<file path="config.mk">
export PLATFORM = sky130hd
export DESIGN_NAME = arb_rr21
export DESIGN_NICKNAME = d
export VERILOG_FILES = /design/src/rtl/arb_rr21_pkg.sv /design/src/rtl/arb_rr21_mux21.sv /design/src/rtl/arb_rr21.sv
export SDC_FILE = /design/constraint.sdc
export NUM_CORES = 1
export LEC_CHECK = 0
export ABC_AREA = 1
export CAP_MARGIN = 40
export CELL_PAD_IN_SITES_DETAIL_PLACEMENT = 0
export CELL_PAD_IN_SITES_GLOBAL_PLACEMENT = 1
export CORE_UTILIZATION = 32
export CTS_BUF_LIST = sky130_fd_sc_hd__clkbuf_8
export DETAILED_ROUTE_END_ITERATION = 16
export PLACE_DENSITY = 0.8
export SYNTH_ARGS = -nofsm -noshare
export SYNTH_HDL_FRONTEND = slang
export SYNTH_HIERARCHICAL = 1
export SYNTH_SLANG_ARGS = --single-unit
export TNS_END_PERCENT = 20
</file>
<file path="constraint.sdc">
create_clock -name clk -period 1.35 [get_ports clk]
set_input_delay 0.2025 -clock clk [delete_from_list [all_inputs] [get_ports clk]]
set_output_delay 0.2025 -clock clk [all_outputs]
set_load 0.05 [all_outputs]
</file>
<file path="src/rtl/arb_rr21_pkg.sv">
// Shared constants and the round-robin pick rule for the arb_rr21 feeder.
// A select value of 1 routes ln1 through the mux and 0 routes ln2.
package arb_rr21_pkg;

  localparam int   WIDTH_DEF = 8;
  localparam logic SEL_LN1   = 1'b1;
  localparam logic SEL_LN2   = 1'b0;

  // last=1 means ln1 was served most recently, so a tie goes to ln2.
  function automatic logic rr_pick(input logic v1, input logic v2, input logic last);
    logic sel;
    sel = ~last;
    if (v1 && !v2)      sel = SEL_LN1;
    else if (v2 && !v1) sel = SEL_LN2;
    return sel;
  endfunction

endpackage

</file>
<file path="src/rtl/arb_rr21_mux21.sv">
// 8-bit 2:1 data mux: A=1 selects ln1 and A=0 selects ln2.
module mux21
  import arb_rr21_pkg::*;
#(
  parameter int WIDTH = WIDTH_DEF
) (
  input  logic [WIDTH-1:0] ln1,
  input  logic [WIDTH-1:0] ln2,
  input  logic             A,
  output logic [WIDTH-1:0] Art
);

  assign Art = (A == SEL_LN1) ? ln1 : ln2;

endmodule

</file>
<file path="src/rtl/arb_rr21.sv">
// Round-robin 2:1 arbiter that feeds mux21 and registers its result into a
// one-entry valid/ready output stage. The block also keeps a wrapping count of accepted words per source.
module arb_rr21
  import arb_rr21_pkg::*;
#(
  parameter int WIDTH = WIDTH_DEF,
  parameter int CNT_W = 8
) (
  input  logic             clk,
  input  logic             rst_n,
  input  logic [WIDTH-1:0] ln1,
  input  logic             ln1_valid,
  output logic             ln1_ready,
  input  logic [WIDTH-1:0] ln2,
  input  logic             ln2_valid,
  output logic             ln2_ready,
  output logic             A,
  output logic [WIDTH-1:0] out_data,
  output logic             out_valid,
  input  logic             out_ready,
  output logic [CNT_W-1:0] cnt1,
  output logic [CNT_W-1:0] cnt2
);

  logic             last;
  logic             ld_en;
  logic             sel_valid;
  logic [WIDTH-1:0] art;

  // Stage 0: combinational arbitration and mux
  assign ld_en     = ~out_valid | out_ready;
  assign A         = rr_pick(ln1_valid, ln2_valid, last);
  assign ln1_ready = ld_en & A;
  assign ln2_ready = ld_en & ~A;
  assign sel_valid = A ? ln1_valid : ln2_valid;

  mux21 #(.WIDTH(WIDTH)) u_mux21 (
    .ln1 (ln1),
    .ln2 (ln2),
    .A   (A),
    .Art (art)
  );

  // Stage 1: output register, fairness state and counters
  always_ff @(posedge clk or negedge rst_n) begin
    if (!rst_n) begin
      out_data  <= '0;
      out_valid <= 1'b0;
      last      <= 1'b0;
      cnt1      <= '0;
      cnt2      <= '0;
    end else if (ld_en) begin
      if (sel_valid) begin
        out_data  <= art;
        out_valid <= 1'b1;
        last      <= A;
        if (A == SEL_LN1) cnt1 <= cnt1 + 1'b1;
        else              cnt2 <= cnt2 + 1'b1;
      end else begin
        // Nothing to reload: drain the held word and keep its data.
        out_valid <= 1'b0;
      end
    end
  end

endmodule

</file>
# [Word-level counts from Yosys, hierarchy flattened]
# Cells that the tools add are included.
[totals] register_bits=26 inputBits=21 output_inout_bits=28 word_cells=25
[classes] n_addsub=2 mux=5 n_bitwise=6 n_reduce_logical=7
[ops] cell="8-bit by 1-bit adder with 8-bit output (second input constant)" count=2
[ops] cell="8-bit two-way mux" count=1
[ops] cell="3-bit AND reduction" count=2
[ops] cell="1-bit two-way mux" count=4
[ops] cell="1-bit NOT" count=3
[ops] cell="1-bit AND" count=2
[ops] cell="1-bit logical AND" count=2
[ops] cell="1-bit logical NOT" count=2
[ops] cell="2-bit AND reduction" count=1
[ops] cell="1-bit bitwise OR" count=1

# [Depth between registers and ports, before layout]
# Gate-level depths: netlist of the first run.
[logic_depth] depth_word=6 depth_mapped=9 ltp_nobuf=8

# [Modules after synthesis]
# The synthesis of the first run kept the hierarchy.
[by_module_without_submodules] module="arb_rr21" instances=1 cells_per_inst=158 area_each_um2=1260.0 seq_area_each_um2=650.6
[by_module_without_submodules] module="mux21" instances=1 cells_per_inst=26 area_each_um2=105.1 seq_area_each_um2=0.0

# [Least setup slack after synthesis of the first run]
# Ideal clock, no wire load.
[synth_timing] path_kind="register -> output" start="reg last" end="out ln1_ready" arrival_ns=1.470 required_time_ns=1.148 setup_slack_ns=-0.323 stages_incl_launch_ff=6 path_buffers=0 cell_sequence="dfrtp_1 -> nand2_1 -> nand2_1 -> nand2_4 -> inv_1 -> nor2_1"
[synth_between] elab_chain_cells=4
[synth_rtl] item="start: declaration" line_no="arb_rr21.sv:25" rtl="logic last;"
[synth_rtl] item="start signal: assignment" line_no="arb_rr21.sv:49" rtl="last <= 1'b0;"
[synth_rtl] item="start signal: assignment" line_no="arb_rr21.sv:56" rtl="last <= A;"
[synth_rtl] item="1-bit NOT" line_no="arb_rr21_pkg.sv:12" rtl="sel = ~last;"
[synth_rtl] item="1-bit two-way mux" line_no="arb_rr21_pkg.sv:14" rtl="else if (v2 && !v1) sel = SEL_LN2;"
[synth_rtl] item="1-bit two-way mux" line_no="arb_rr21_pkg.sv:13" rtl="if (v1 && !v2) sel = SEL_LN1;"
[synth_rtl] item="named net A" line_no="arb_rr21.sv:17" rtl="output logic A,"
[synth_rtl] item="1-bit AND" line_no="arb_rr21.sv:33" rtl="assign ln1_ready = ld_en & A;"
[synth_rtl] item="end: declaration" line_no="arb_rr21.sv:13" rtl="output logic ln1_ready,"
# The timed path passes the listed nets, and every way through them passes these cells.

# [Worst setup path in the final report of the first run]
[layout_timing] start="reg last" end="out ln1_ready"
[layout_between] elab_chain_cells=4
[layout_rtl] item="1-bit NOT" line_no="arb_rr21_pkg.sv:12"
[layout_rtl] item="1-bit two-way mux" line_no="arb_rr21_pkg.sv:14"
[layout_rtl] item="1-bit two-way mux" line_no="arb_rr21_pkg.sv:13"
[layout_rtl] item="1-bit AND" line_no="arb_rr21.sv:33"
# Every way passes these cells.

==> run summary, run 1 <==
status = finished with violations
violated checks = setup timing
clk slew on worst S/H paths = 0.09 ns
Worst EP arrival = 1.24 ns
final std cells w/o fill = 298
CTS tree = built
Synth Cell Area = 1370 um2
# fillers = 376
footprint of the multi-input gates = 651 um2
Worst slew margin = 0.810
Area Overhead vs Synth = 75.8%
H-tree levels = 1
Routability Congestion = 0.742
HP Class = in -> async
Top-Level Pins = 49
router iterations before antenna repair = 5
via count = 1329
startpoint types = flip-flop
clock buffer depth = 2
largest net degree at the start of global routing = 27
CP Cell Sequence = nand2_1 > nand2_2 > nand2_4 > inv_4 > nor2_4 > buf_12
Clk Latency, worst-skew pair = 0.27 ns
Post-Syn Instances = 184
Synth Area per Inst = 7.42 um2
GR Overflow Total = 0
Hold-fix buffers, CTS = 0
Layout Nets = 272
vias in the first global route = 1315
commonest non-fill, non-tap cells in the layout = nand2_1, buf_12, dfrtp_1
Max-cap violations = 0
LEAKAGE = 1.19 nW
Via density = 4.46
unrepaired setup endpoints after global routing = yes
# diodes = 0
Syn. warnings = 6
Row Count = 23
Mapped Nets = 207
crit-path max FO = 4
pre-CTS setup slack = -0.177 ns
clk sinks = 26
Final min period = 1.44 ns
Clock Tree Root = clkbuf_8
Final Hold Viols = 0
fin crit share = 1.07
WL final = 3240 um
final slew viol count = 0
initial core utilization = 0.336
Crit path largest cell delay = 0.40 ns
Clock Skew = 0.000906 ns
Buffers on Ports = 48
fraction of layout cells with a size suffix above 1 = 0.262
WL/cell = 10.9 um
initial antenna violation count = 0
die area = 4530 um2
Core Region = 4060 um2
Die Ht = 67.3 um
cts bufs inserted = 3
CP Class = reg -> out
Critical Path RT = 1.15 ns
Crit-path slowest cell = dfrtp_1
Setup crit end kind = primary output
register area share after synthesis = 0.477
Peak VDD IR = 0.868 mV
residual DRC count = 0
DRT antenna net count = 0
actual slew at the worst max-slew pin = 0.284 ns
Die W = 67.3 um
Total Power = 4.13 mW
Cell variety after synth = 18
Setup-failing EPs final = 3
flop and latch count out of synthesis = 26
DP HPWL = 2440 um
Pwr Density = 1720 nW/um2
Initial DRC Count = 64
worst setup margin = -0.0906 ns
Seq. cell area = 656 um2
gr usage total = 0.174
commonest non-fill, non-tap cell in the layout = nand2_1
Cells after DPL = 291
first-pass GRT wire length = 5920 um
Max Clk Rate = 0.694 GHz
## routing by layer
metal  up-vias  GRT usage  wire length [um]
li1        683          -                 -
met1       602      0.220              1420
met2        40      0.286              1590
met3         4     0.0372               186
met4         0     0.0718                46
met5         -          0                 0
## final timing paths
kind                                     startpoint  slack, ns                  end  cells after the start
worst max-delay path               last$_DFFE_PN0P_      -0.09            ln1_ready                      6
worst min-delay path                          rst_n       0.27     last$_DFFE_PN0P_                      2
worst max register to register     last$_DFFE_PN0P_       0.04  cnt2[5]$_DFFE_PN0P_                      9
worst min register to register  cnt2[0]$_DFFE_PN0P_       0.53  cnt2[0]$_DFFE_PN0P_                      1
max in group asynchronous                     rst_n       0.91  cnt2[1]$_DFFE_PN0P_                      2
min in group clk                cnt2[0]$_DFFE_PN0P_       0.53  cnt2[0]$_DFFE_PN0P_                      1
## per-stage QoR
step	hold WS, ns	utilization	instance area [um2]	setup TNS (ns)
2_1_floorplan	-0.0931	-	1380	-0.675
3_3_place_gp	0.519	0.567	2300	-3.70
3_5_place_dp	0.526	0.567	2300	-3.73
4_1_cts	0.275	0.587	2380	-0.172
5_1_grt	0.276	0.591	2400	-0.628
6_report	0.272	0.591	2400	-0.190
## synth_stat cells
| cell | n | area (um2) |
|---|---|---|
| buf_2 | 1 | 5.00 |
| buf_6 | 2 | 22.5 |
| dfrtp_1 | 26 | 651 |
| ha_1 | 2 | 25.0 |
| inv_1 | 16 | 60.1 |
| inv_2 | 1 | 3.75 |
| nand2_1 | 103 | 387 |
| nand2_4 | 1 | 11.3 |
| nand3_1 | 7 | 35.0 |
| nand3b_1 | 2 | 15.0 |
| nand4_1 | 2 | 12.5 |
| nor2_1 | 8 | 30.0 |
| nor2_2 | 1 | 6.26 |
| nor2_8 | 1 | 20.0 |
| nor3_1 | 2 | 10.0 |
| o21ai_0 | 2 | 10.0 |
| xnor2_1 | 4 | 35.0 |
| xor2_1 | 3 | 26.3 |
## flip-flops by register name (all words and copies together), names as in the netlist
| register | count |
|---|---|
| last | 1 |
| cnt2 | 8 |
| cnt1 | 8 |
| out_valid | 1 |
| out_data | 8 |
## critical path, delay by kind of cell (launching register included)
family                 cells  cell delay (ns)
flip-flops                 1             0.40
buffers and inverters      2             0.19
AND/OR/NAND/NOR            4             0.37
## cell type report
cell class,instances,area share
clock buffer,4,0.0229
inverter,17,0.0276
multi-input combinational,138,0.271
sequential,26,0.273
tap,50,0.0261
timing repair buffer,63,0.379
## report_power, final
group / total (mW) / switching, mW / internal, mW
Clock: 0.522 / 0.261 / 0.261
Combinational: 2.29 / 1.18 / 1.11
Sequential: 1.31 / 0.326 / 0.988
Total: 4.13 / 1.77 / 2.36
## repair_timing
item / in CTS / in global routing
endpoints found under the hold margin: 0 / 0
buffers inserted: 2 / 1
setup endpoints to repair: 3 / 8
pin swaps: 3 / 4
gates resized for setup: 6 / 5
## kinds of logic after synthesis
group | share of synthesized area
AO/OA/AOI/OAI | 0.00733
XOR/XNOR | 0.0449
AND/OR/NAND/NOR | 0.386
buffers and inverters | 0.0669
flip-flops | 0.477
adder cells (fa/ha/maj) | 0.0183
No activity file was read; power rests on OpenSTA's default activity.
==> run 2, diff against run 1 <==
--- a/config.mk
+++ b/config.mk
@@ -9,6 +9,7 @@
 export CAP_MARGIN = 40
 export CELL_PAD_IN_SITES_DETAIL_PLACEMENT = 0
 export CELL_PAD_IN_SITES_GLOBAL_PLACEMENT = 1
+export CORE_MARGIN = 10
 export CORE_UTILIZATION = 32
 export CTS_BUF_LIST = sky130_fd_sc_hd__clkbuf_8
 export DETAILED_ROUTE_END_ITERATION = 16
==> run summary, run 2 (synthesis results as in run 1) <==
worst setup margin = -0.0576 ns
HP Class = in -> async
Cells after DPL = 291
final std cells w/o fill = 302
residual DRC count = 0
worst reg2reg path depth = 9
Setup crit end kind = primary output
LEAKAGE = 1.20 nW
die area = 7280 um2
sw frac = 0.429
Top-Level Pins = 49
WL/cell = 11.7 um
H-tree levels = 1
Finished Cell Area = 2410 um2
status = finished with violations
commonest non-fill, non-tap cells in the layout = nand2_1, buf_12, dfrtp_1
Placed Area = 2290 um2
Pwr Density = 1710 nW/um2
largest net degree at the start of global routing = 27
Final Util = 0.593
Worst slew margin = 0.768
initial core utilization = 0.336
clk sinks = 26
commonest non-fill, non-tap cell in the layout = nand2_1
Final Hold Viols = 0
Via density = 4.37
via count = 1321
Die W = 85.3 um
r2r setup slk = 0.03 ns
internal power = 2.35 mW
first-pass GRT wire length = 6250 um
crit-path max FO = 4
Seq pwr share = 0.311
Crit-path slowest cell = dfrtp_1
cts bufs inserted = 3
violated checks = setup timing
Hold Slack = 0.302 ns
Total Power = 4.11 mW
Worst EP arrival = 1.21 ns
gr usage total = 0.100
clock network power share = 0.106
fraction of layout cells with a size suffix above 1 = 0.270
Peak VDD IR = 0.646 mV
Worst R2R Start = last$_DFFE_PN0P_
fin crit share = 1.04
Largest regs = cnt1 (8), cnt2 (8), out_data (8)
CP Cell Sequence = nand2_1 > nand2_2 > nand2_4 > inv_4 > nor2_4 > buf_12
final slew viol count = 0
Psw = 1.76 mW
vias in the first global route = 1343
startpoint types = flip-flop
clock buffer depth = 2
router iterations before antenna repair = 4
Area Overhead vs Synth = 76.4%
Row Count = 23
Logic pwr share = 0.583
Final min period = 1.41 ns
# diodes = 0
Buffers on Ports = 48
Core Region = 4060 um2
clk slew on worst S/H paths = 0.09 ns
actual slew at the worst max-slew pin = 0.348 ns
Die Ht = 85.3 um
Crit path largest cell delay = 0.39 ns
Max Clk Rate = 0.710 GHz
CP Class = reg -> out
Max-cap violations = 0
DP HPWL = 2880 um
pre-CTS setup slack = -0.208 ns
Clock Skew = 0.00430 ns
CTS tree = built
DRT antenna net count = 0
unrepaired setup endpoints after global routing = yes
crit path launch = last$_DFFE_PN0P_
Initial DRC Count = 43
Layout Nets = 276
WL final = 3530 um
Clk Latency, worst-skew pair = 0.26 ns
initial antenna violation count = 0
reg-to-reg endpoint = cnt2[7]$_DFFE_PN0P_
Critical Path RT = 1.15 ns
setup_tns = -0.0917 ns
Setup-failing EPs final = 3
Clock Tree Root = clkbuf_8
Routability Congestion = 0.801
GR Overflow Total = 0
run 2: critical path: cells and delay by family (launching register included):
family | cells | cell delay, ns
AND/OR/NAND/NOR | 4 | 0.35
buffers and inverters | 2 | 0.19
flip-flops | 1 | 0.39
run 2: timing repair:
item,CTS,global route
pin swaps,4,2
setup endpoints to repair,3,13
resized for setup,6,6
buffers inserted,3,4
hold buffers,0,0
run 2: per-layer routing:
metal / global-route usage / wire (um) / up-vias
met5: 0 / 0 / -
met4: 0.0314 / 27 / 0
met3: 0.0430 / 306 / 2
met2: 0.147 / 1560 / 29
met1: 0.128 / 1630 / 602
li1: - / - / 688
run 2: final cells by class:
type / count / area, um2
Clock buffer: 3 / 41.3
Timing Repair Buffer: 67 / 927
Clock inverter: 1 / 3.75
Inverter: 17 / 68.8
Tap cell: 50 / 62.6
Sequential cell: 26 / 656
Multi-Input combinational cell: 138 / 648
Fill cell: 362 / 1650
run 2: power groups by stage:
stage	clock network, mW	registers [mW]	logic (mW)
4_1_cts	0.458	1.28	2.39
5_1_grt	0.493	1.32	2.55
6_report	0.437	1.28	2.39
2_1_floorplan	0	1.86	0.506
3_5_place_dp	0	1.30	2.37
3_3_place_gp	0	1.30	2.35
run 2: worst max path at each step:
stage	to	cells after the start
6_report	ln1_ready	6
5_1_grt	ln1_ready	6
4_1_cts	ln1_ready	6
3_5_place_dp	cnt2[7]$_DFFE_PN0P_	9
3_3_place_gp	cnt2[6]$_DFFE_PN0P_	9
2_1_floorplan	cnt1[4]$_DFFE_PN0P_	5
==> run 3, diff against run 2 <==
--- a/config.mk
+++ b/config.mk
@@ -9,10 +9,12 @@
 export CAP_MARGIN = 40
 export CELL_PAD_IN_SITES_DETAIL_PLACEMENT = 0
 export CELL_PAD_IN_SITES_GLOBAL_PLACEMENT = 1
+export CORE_ASPECT_RATIO = 1.5
 export CORE_MARGIN = 10
 export CORE_UTILIZATION = 32
 export CTS_BUF_LIST = sky130_fd_sc_hd__clkbuf_8
 export DETAILED_ROUTE_END_ITERATION = 16
+export HOLD_SLACK_MARGIN = 0.08
 export PLACE_DENSITY = 0.8
 export SYNTH_ARGS = -nofsm -noshare
 export SYNTH_HDL_FRONTEND = slang
==> constraint.sdc (replaced) <==
create_clock -name clk -period 1.35 [get_ports clk]
set_input_delay 0.2025 -clock clk [delete_from_list [all_inputs] [get_ports clk]]
set_output_delay 0.2025 -clock clk [all_outputs]
set_load 0.01 [all_outputs]
==> run summary, run 3 (synthesis results as in run 1) <==
status = finished with violations
violated checks = setup timing
first-pass GRT wire length = 6110 um
unrepaired setup endpoints after global routing = yes
cell repeated most along the worst path = inv_1
fin crit share = 1.02
fraction of layout cells with a size suffix above 1 = 0.159
Core Region = 4170 um2
Worst slew margin = 0.840
Crit path largest cell delay = 0.40 ns
WL/cell = 12.2 um
crit-path max FO = 4
Layout Nets = 277
final slew viol count = 0
Buffers on Ports = 48
Cells after DPL = 292
LEAKAGE = 1.13 nW
Final min period = 1.37 ns
Max Clk Rate = 0.728 GHz
Pwr Density = 1320 nW/um2
GR Overflow Total = 0
H-tree levels = 1
Via density = 4.41
final std cells w/o fill = 298
# diodes = 0
via count = 1315
Clock Skew = 0.00357 ns
actual slew at the worst max-slew pin = 0.238 ns
CTS tree = built
gr usage total = 0.102
Setup-failing EPs final = 1
Max-cap violations = 0
commonest non-fill, non-tap cells in the layout = nand2_1, dlygate4sd2_1, dfrtp_1
Initial DRC Count = 70
Crit-path slowest cell = dfrtp_1
Final Hold Viols = 0
commonest non-fill, non-tap cell in the layout = nand2_1
Area Overhead vs Synth = 52.3%
Peak VDD IR = 0.565 mV
cts bufs inserted = 3
Worst EP arrival = 1.17 ns
initial core utilization = 0.327
Die Ht = 100 um
HP Class = in -> async
Hold-fix buffers, CTS = 0
vias in the first global route = 1343
Setup crit end kind = primary output
DRT antenna net count = 0
initial antenna violation count = 0
die area = 7330 um2
WL final = 3630 um
Row Count = 29
clock buffer depth = 2
worst setup margin = -0.0232 ns
Clk Latency, worst-skew pair = 0.27 ns
r2r setup slk = 0.01 ns
pre-CTS setup slack = -0.465 ns
residual DRC count = 0
Top-Level Pins = 49
CP Cell Sequence = inv_1 > nand2_2 > nand2_4 > inv_1 > nor2_2 > buf_2
Finished Cell Area = 2080 um2
Clock Tree Root = clkbuf_8
Routability Congestion = 0.755
router iterations before antenna repair = 4
clk slew on worst S/H paths = 0.09 ns
Largest regs = cnt1 (8), cnt2 (8), out_data (8)
Critical Path RT = 1.15 ns
clk sinks = 26
largest net degree at the start of global routing = 27
DP HPWL = 2880 um
startpoint types = flip-flop
Die W = 73.3 um
CP Class = reg -> out
Placed Area = 2020 um2
run 3: changes by cell type in the layout (fill, tap and decap cells not counted), sizes merged:
cell | previous run | this run
buf | 47 | 22
dlygate4sd2 | 1 | 26
inv | 18 | 17
nor2 | 10 | 11
run 3: metal layers:
layer	vias to the layer above	share of wire	track usage
met5	-	0	0
met4	0	0.016	0.0432
li1	702	-	-
met2	39	0.51	0.179
met3	4	0.077	0.0326
met1	570	0.39	0.107
run 3: area by class of cell:
class / instances / area, um2
clock buffer: 3 / 41.3
inverter: 17 / 63.8
sequential: 26 / 653
tap: 46 / 57.6
fill: 422 / 2090
multi-input combinational: 139 / 662
timing repair buffer: 67 / 602
run 3: stage by stage:
step	utilization	total power, mW	TNS, ns	hold slack (ns)
after floorplan	-	1.73	0	-0.0931
after global placement	0.483	2.41	-7.20	0.462
after detailed placement	0.483	2.42	-7.71	0.467
after CTS	0.490	2.77	-0.0824	0.276
after global routing	0.498	2.98	-0.744	0.281
final	0.498	2.75	-0.0232	0.270
run 3: power breakdown:
| group | internal [mW] | switching (mW) | total, mW |
|---|---|---|---|
| Combinational | 0.552 | 0.571 | 1.12 |
| Clock | 0.200 | 0.253 | 0.454 |
| Sequential | 0.982 | 0.193 | 1.18 |
| Total | 1.73 | 1.02 | 2.75 |
run 3: repair_timing:
| item | 4_1_cts | 5_1_grt |
|---|---|---|
| pin swaps | 2 | 3 |
| cloned | 0 | 1 |
| endpoints found under the setup margin | 37 | 22 |
| gates resized for setup | 46 | 9 |
| setup buffers | 2 | 0 |
run 3: path summary, 6_finish.rpt:
check                                          endpoint                    start  cells after the start
worst max-delay path                          ln1_ready         last$_DFFE_PN0P_                      6
worst min-delay path                cnt1[2]$_DFFE_PN0P_                    rst_n                      2
worst max register to register      cnt1[0]$_DFFE_PN0P_         last$_DFFE_PN0P_                      7
worst min register to register  out_data[7]$_DFFE_PN0P_  out_data[7]$_DFFE_PN0P_                      2
max in group asynchronous           cnt2[3]$_DFFE_PN0P_                    rst_n                      2
min in group clk                out_data[7]$_DFFE_PN0P_  out_data[7]$_DFFE_PN0P_                      2
run 3: worst max-delay path, delay by kind of cell, from the launching register on:
| kind | cells | cell delay [ns] |
|---|---|---|
| flip-flops | 1 | 0.40 |
| buffers and inverters | 3 | 0.28 |
| AND/OR/NAND/NOR | 3 | 0.23 |
